File: src/rtl/turn_input_conditioner.sv
// Input front end for the tail-light controller: synchronize, debounce, latch direction, blink tick.
// Optional TICK_PHASE_RESET_EN restarts the tick prescaler whenever the registered mode changes.
module turn_input_conditioner #(
  parameter int DEBOUNCE_CYCLES = 4,
  parameter int TICK_DIV        = 10
) (
  input  logic clock,
  input  logic reset_n,
  input  logic hazard_sw,
  input  logic turn_sw,
  input  logic dir_btn,
  output logic hazard,
  output logic turn_left,
  output logic turn_right,
  output logic dir_right,
  output logic step_tick
);

  localparam int CW = (DEBOUNCE_CYCLES < 2) ? 1 : $clog2(DEBOUNCE_CYCLES);
  localparam int PW = $clog2(TICK_DIV);
  localparam logic [CW-1:0] CNT_LAST  = CW'(DEBOUNCE_CYCLES - 1);
  localparam logic [PW-1:0] PRESC_MAX = PW'(TICK_DIV - 1);

  // Bit 0 = hazard, bit 1 = turn, bit 2 = direction button.
  logic [2:0]    raw;
  logic [2:0]    sync_p0;
  logic [2:0]    sync_p1;
  logic [2:0]    db_p2;
  logic [CW-1:0] cnt_p2 [3];
  logic          dir_p2;

  logic [2:0]    db_nxt;
  logic [CW-1:0] cnt_nxt [3];
  logic          dir_rise;
  logic [2:0]    mode_nxt;
  logic [PW-1:0] presc;
  logic          presc_wrap;

  assign raw = {dir_btn, turn_sw, hazard_sw};

  // Stage p0/p1: two-flop synchronizer
  always_ff @(posedge clock) begin
    if (!reset_n) begin
      sync_p0 <= '0;
      sync_p1 <= '0;
    end else begin
      sync_p0 <= raw;
      sync_p1 <= sync_p0;
    end
  end

  always_comb begin
    db_nxt = db_p2;
    for (int i = 0; i < 3; i++) begin
      cnt_nxt[i] = '0;
      if (sync_p1[i] != db_p2[i]) begin
        if (cnt_p2[i] == CNT_LAST) begin
          db_nxt[i] = sync_p1[i];
        end else begin
          cnt_nxt[i] = cnt_p2[i] + CW'(1);
        end
      end
    end
  end

  // The toggle rides on the debounce edge itself so dir_right lines up with the turn outputs.
  assign dir_rise = db_nxt[2] & ~db_p2[2];

  // Stage p2: debounced levels and latched direction
  always_ff @(posedge clock) begin
    if (!reset_n) begin
      db_p2  <= '0;
      dir_p2 <= 1'b0;
      for (int i = 0; i < 3; i++) begin
        cnt_p2[i] <= '0;
      end
    end else begin
      db_p2  <= db_nxt;
      dir_p2 <= dir_p2 ^ dir_rise;
      for (int i = 0; i < 3; i++) begin
        cnt_p2[i] <= cnt_nxt[i];
      end
    end
  end

  assign mode_nxt = {db_p2[0],
                     db_p2[1] & ~dir_p2 & ~db_p2[0],
                     db_p2[1] &  dir_p2 & ~db_p2[0]};

  // Output register: hazard masks both turn requests
  always_ff @(posedge clock) begin
    if (!reset_n) begin
      hazard     <= 1'b0;
      turn_left  <= 1'b0;
      turn_right <= 1'b0;
      dir_right  <= 1'b0;
    end else begin
      hazard     <= mode_nxt[2];
      turn_left  <= mode_nxt[1];
      turn_right <= mode_nxt[0];
      dir_right  <= dir_p2;
    end
  end

  assign presc_wrap = (presc == PRESC_MAX);

  // Blink prescaler and registered tick pulse
  always_ff @(posedge clock) begin
    if (!reset_n) begin
      presc     <= '0;
      step_tick <= 1'b0;
    end else begin
`ifdef TICK_PHASE_RESET_EN
      if (mode_nxt != {hazard, turn_left, turn_right}) begin
        presc     <= '0;
        step_tick <= 1'b0;
      end else begin
        presc     <= presc_wrap ? '0 : presc + PW'(1);
        step_tick <= presc_wrap;
      end
`else
      presc     <= presc_wrap ? '0 : presc + PW'(1);
      step_tick <= presc_wrap;
`endif
    end
  end

endmodule

File: config.mk
export PLATFORM = sky130hd
export DESIGN_NAME = turn_input_conditioner
export DESIGN_NICKNAME = d
export VERILOG_FILES = /design/src/rtl/turn_input_conditioner.sv
export SDC_FILE = /design/constraint.sdc
export NUM_CORES = 1
export LEC_CHECK = 0
export CAP_MARGIN = 30
export CORE_MARGIN = 2
export CORE_UTILIZATION = 35
export DETAILED_ROUTE_END_ITERATION = 10
export PLACE_DENSITY = 0.65
export SYNTH_ARGS = -nofsm -noshare
export SYNTH_HDL_FRONTEND = slang
export SYNTH_SLANG_ARGS = --single-unit
export TNS_END_PERCENT = 30
File: constraint.sdc
create_clock -name clock -period 2.55 [get_ports clock]
set_input_delay 0.3825 -clock clock [delete_from_list [all_inputs] [get_ports clock]]
set_output_delay 0.3825 -clock clock [all_outputs]
set_load 0.05 [all_outputs]
==> results.json, run 1 <==
{
  "status": "complete, no violations",
  "cts_tree": "done",
  "boundaryPins": 10,
  "crit_end": "turn_left",
  "nets": 99,
  "cts_resized": 0,
  "clock_latency_ns": 0.30,
  "crit_type": "reg -> out",
  "path_buf_inv": 1,
  "antenna_found_initial": 0,
  "hold_slack_ns": 0.4404,
  "syn_nets": 87,
  "wl_per_cell_um": 9.314,
  "worst_r2r_endpoint": "presc[3]",
  "drt_iter0_drc": 5,
  "startpoint_type": "register",
  "seq_area_frac_synth_pct": 55.71,
  "firstDrtPassIters": 4,
  "hpwl_um": 813.8,
  "fin_crit_ns": 1.811,
  "cpPeakStageDelay_ns": 0.79,
  "timing.rr.start": "presc[0]",
  "path_depth": 1,
  "numCtsBuffers": 3,
  "max-vdd-ir-drop_v": 0.0004405,
  "clkSlewWorstSetupHoldPaths_ns": 0.12,
  "final.setup.tns_ns": 0,
  "ys_ff_latch": 25,
  "power_mw": 0.5990,
  "ant_nets": 0,
  "route.detailed.drc": 0,
  "rows": 18,
  "worst_clock_skew_ns": 0.003706,
  "cp_top_family": "buffers and inverters",
  "finalCritPeriodShare_pct": 71.04,
  "vias": 526,
  "grt_remaining_overflow": 0,
  "worstPathMaxFanout": 1,
  "setup_viol": 0,
  "nFillCells": 236,
  "cts_sinks": 25,
  "critPathLaunch": "turn_left",
  "cts_htree_levels": 1,
  "insertedDiodeCount": 0,
  "viasPerCell": 4.458,
  "maxSlewHeadroom_pct": 59.92,
  "ctsHoldBuffers": 0,
  "grt_max_degree": 25,
  "cts_buffer_depth": 2,
  "cts_setup_buffers": 0,
  "yosysWarnings": 0,
  "synthCells": 77,
  "required_ns": 2.17,
  "reg2reg_slack_ns": 1.47,
  "worstMarginPinSlew_ns": 0.5993,
  "fp.dieW_um": 54.67,
  "core_area_um2": 2455,
  "synth_top_cell_area_share_pct": 55.71,
  "rsz0062_at_grt": "no",
  "cp-end-kind": "output port",
  "crit_arrival_ns": 1.43,
  "synth_top_cell_by_area": "dfxtp_1",
  "hold_violations": 0,
  "utilization_pct": 42.46,
  "die-area_um2": 2988,
  "slowest_stage": "clkdlybuf4s50_1",
  "hp-class": "reg -> reg",
  "grt_usage_pct": 8.728,
  "slew_viol_final": 0,
  "synthDistinctLibCells": 23,
  "root_buffer": "clkbuf_4",
  "power_per_cell_area_nw_per_um2": 574.7,
  "syn-mean-instance-area_um2": 11.67,
  "port_buffers": 9,
  "r2r_cells": 4,
  "fmax_mhz": 552.0,
  "drive_gt1_share_pct": 9.091,
  "drt_wl_total_um": 1099,
  "power_leakage_nw": 0.4134,
  "maxCapViolCount": 0,
  "area_growth_pct": 16.02,
  "dieHeight_um": 54.67,
  "synth.area.top_cells": "dfxtp_1, ha_1, and2_1, and4bb_2, mux2i_1",
  "grt_pass1_wl_um": 1800,
  "syn-cell-area_um2": 898.4,
  "gp_congestion": 0.7079,
  "grt_pass1_vias": 420,
  "cp_cell_sequence": "clkdlybuf4s50_1",
  "start_util_pct": 36.60
}
power by group:
| part | switching, mW | total [mW] | internal, mW |
|---|---|---|---|
| clock | 0.104 | 0.165 | 0.0609 |
| sequential | 0.00614 | 0.407 | 0.400 |
| combinational | 0.0109 | 0.0279 | 0.0170 |
| total | 0.121 | 0.599 | 0.478 |
stage by stage:
step / cells / worst slack (ns) / instance area [µm²]
after floorplan: 77 / 1.547 / 898.4
after global placement: 114 / 0.9042 / 1016
after detailed placement: 114 / 0.8779 / 1016
after CTS: 118 / 0.7071 / 1042
after global routing: 118 / 0.6570 / 1042
final: 118 / 0.7386 / 1042
routing by layer:
| metal | track usage (%) | routed length (µm) | vias to the layer above |
|---|---|---|---|
| li1 | - | - | 280 |
| met1 | 10.92 | 545 | 233 |
| met2 | 11.90 | 495 | 11 |
| met3 | 6.011 | 55 | 2 |
| met4 | 2.500 | 4 | 0 |
| met5 | 0 | 0 | - |
sequential cells by signal, indices dropped and copies added (netlist names):
register,cells
step_tick,1
sync_p0,3
turn_right,1
presc,4
hazard,1
db_p2,3
cnt_p2,6
dir_right,1
sync_p1,3
dir_p2,1
turn_left,1
worst min-delay path by stage:
stage | slack (ns) | depth (start not counted) | start | endpoint
floorplan | 0.41 | 1 | sync_p0[0] | sync_p1[0]
global placement | 0.42 | 1 | sync_p0[1] | sync_p1[1]
detailed placement | 0.42 | 1 | sync_p0[0] | sync_p1[0]
CTS | 0.44 | 1 | sync_p0[0] | sync_p1[0]
global route | 0.47 | 1 | sync_p0[2] | sync_p1[2]
finish | 0.44 | 1 | sync_p0[0] | sync_p1[0]
cell families (layout without fill, tap and decap cells):
| kind of cell | count (synthesis) | count (layout) | synth area share (%) |
|---|---|---|---|
| AND/OR/NAND/NOR | 34 | 34 | 26.88 |
| flip-flops | 25 | 25 | 55.71 |
| adder cells (fa/ha/maj) | 5 | 5 | 6.964 |
| buffers and inverters | 4 | 15 | 1.950 |
| AO/OA/AOI/OAI | 3 | 3 | 2.229 |
| XOR/XNOR | 3 | 3 | 2.925 |
| multiplexers | 3 | 3 | 3.343 |
Yosys cell counts (all sizes together):
library cell,instances
a21boi,1
and2,8
and3,1
and4b,1
and4bb,3
clkbuf,2
dfxtp,25
ha,5
inv,2
mux2i,3
nand2,2
nand2b,3
nand3,2
nand3b,2
nor2,4
nor2b,3
nor3b,2
nor4b,2
o21a,1
o21ai,1
or2b,1
xnor2,2
xor2,1
area by class of cell:
| class | count | area (µm²) | share of cell area (%) |
|---|---|---|---|
| Multi-Input combinational cell | 48 | 380.4 | 36.49 |
| Clock buffer | 4 | 26.28 | 2.521 |
| Tap cell | 30 | 37.54 | 3.601 |
| Inverter | 2 | 7.507 | 0.7203 |
| Sequential cell | 25 | 500.5 | 48.02 |
| Timing Repair Buffer | 9 | 90.09 | 8.643 |
cell usage in the layout (no fill, tap or decap), types with 2 or more instances in the layout:
cell type,count
nor2b_1,3
nor3b_1,2
mux2i_1,3
nand3b_1,2
inv_1,2
ha_1,5
nand2b_1,3
nand2_1,2
nand3_1,2
and4bb_2,3
dfxtp_1,25
and2_1,8
clkdlybuf4s50_1,9
nor4b_2,2
xnor2_1,2
clkbuf_4,3
nor2_1,4
(Power assumes the default switching activity.)
==> run 2, diff against run 1 <==
==> constraint.sdc (replaced) <==
create_clock -name clock -period 1.7 [get_ports clock]
set_input_delay 0.255 -clock clock [delete_from_list [all_inputs] [get_ports clock]]
set_output_delay 0.255 -clock clock [all_outputs]
set_load 0.05 [all_outputs]
==> results.json, run 2 (same netlist as run 1, synthesis figures left out) <==
{
  "ctsHoldBuffers": 0,
  "startpoint_type": "register",
  "dieHeight_um": 54.67,
  "crit_arrival_ns": 1.15,
  "port_buffers": 9,
  "worstMarginPinSlew_ns": 0.4998,
  "start_util_pct": 36.60,
  "pre_cts_slack_ns": 0.3636,
  "antenna_found_initial": 0,
  "maxCapViolCount": 0,
  "gp_congestion": 0.7099,
  "finalCritPeriodShare_pct": 82.86,
  "power_leakage_nw": 0.4703,
  "boundaryPins": 10,
  "grt_pass1_vias": 433,
  "worst_clock_skew_ns": 0.007209,
  "top_usage_layer": "met2",
  "cp_top_family": "buffers and inverters",
  "worstPathMaxFanout": 1,
  "rows": 18,
  "hold_violations": 0,
  "nFillCells": 242,
  "clock_latency_ns": 0.31,
  "cts_resized": 2,
  "hpwl_um": 803.2,
  "slowest_stage": "dlygate4sd2_1",
  "cp-end-kind": "output port",
  "crit_type": "reg -> out",
  "cpPeakStageDelay_ns": 0.52,
  "drt_wl_total_um": 1140,
  "path_buf_inv": 1,
  "setup_viol": 0,
  "final_common_cell": "dfxtp_1",
  "largest_reg_flops": 6,
  "viasPerCell": 4.454,
  "final_cell_mix": "dfxtp_1, and2_1, ha_1",
  "vias": 530,
  "drt_iter0_drc": 2,
  "fp.dieW_um": 54.67,
  "wl_per_cell_um": 9.580,
  "grt_usage_pct": 9.081,
  "firstDrtPassIters": 3,
  "fmax_mhz": 710.0,
  "insertedDiodeCount": 0,
  "multi_input_area_um2": 380.4,
  "grt_remaining_overflow": 0,
  "route.detailed.drc": 0,
  "core_area_um2": 2455,
  "cts_sinks": 25,
  "setup_slack_ns": 0.2915,
  "status": "complete, no violations",
  "regMostFlops": "cnt_p2",
  "ant_nets": 0,
  "rsz0062_at_grt": "no",
  "area_growth_pct": 16.99,
  "nets": 100,
  "global_route.usage.met3_pct": 2.732,
  "seq_area_um2": 500.5,
  "maxSlewHeadroom_pct": 66.63,
  "met1_usage_pct": 11.47,
  "clkSlewWorstSetupHoldPaths_ns": 0.13,
  "slew_viol_final": 0,
  "cts_setup_buffers": 0,
  "drive_gt1_share_pct": 12.36,
  "cts_tree": "done",
  "fin_crit_ns": 1.409,
  "grt_pass1_wl_um": 1828,
  "required_ns": 1.44,
  "final.setup.tns_ns": 0,
  "grt_max_degree": 25,
  "power_per_cell_area_nw_per_um2": 862.9,
  "root_buffer": "clkbuf_4",
  "numCtsBuffers": 3,
  "hp-class": "reg -> reg",
  "die-area_um2": 2988,
  "cts_buffer_depth": 2,
  "met2_usage_pct": 12.50,
  "cts_htree_levels": 1,
  "cp_cell_sequence": "dlygate4sd2_1",
  "max-vdd-ir-drop_v": 0.0005752,
  "reg.largest.list": "cnt_p2 (6), presc (4)"
}
## run 2: cell types whose count changed in the layout (fill, tap and decap cells not counted), sizes merged
cell | previous run | this run
buf | 0 | 2
clkbuf | 4 | 3
clkdlybuf4s50 | 9 | 4
clkinv | 0 | 1
dlygate4sd2 | 0 | 2
dlymetal6s2s | 0 | 2
## run 2: worst paths after layout
| check | startpoint | end | slack [ns] | depth (start not counted) |
|---|---|---|---|---|
| min | sync_p0[1] | sync_p1[1] | 0.45 | 1 |
| max reg2reg | presc[0] | presc[3] | 0.60 | 4 |
| min reg2reg | sync_p0[1] | sync_p1[1] | 0.45 | 1 |
| max | turn_right | turn_right | 0.29 | 1 |
## run 2: metal layers
layer,routed length (µm),part of all wire (%)
met2,525,46
met4,10,0.88
met3,73,6.4
met1,530,46
met5,0,0
## run 2: cell type report
class	instances	share of cell area (%)
Clock inverter	1	0.4762
Timing Repair Buffer	10	9.286
Tap cell	30	3.571
Inverter	2	0.7143
Clock buffer	3	2.143
Sequential cell	25	47.62
Multi-Input combinational cell	48	36.19
## run 2: through the flow
stage | cells | utilization, % | total power [mW] | instance area, µm² | hold WS [ns]
CTS | 119 | 42.61 | 0.9245 | 1046 | 0.4547
detailed placement | 115 | 41.59 | 0.6678 | 1021 | 0.4222
global route | 119 | 42.81 | 0.9634 | 1051 | 0.4779
global placement | 115 | 41.59 | 0.6654 | 1021 | 0.4187
finish | 119 | 42.81 | 0.9069 | 1051 | 0.4503
floorplan | 77 | - | 0.6502 | 898.4 | 0.3823
## run 2: report_power, final
group / internal [mW] / switching, mW
logic: 0.0268 / 0.0172
registers: 0.601 / 0.00917
clock network: 0.0877 / 0.165
total: 0.715 / 0.192
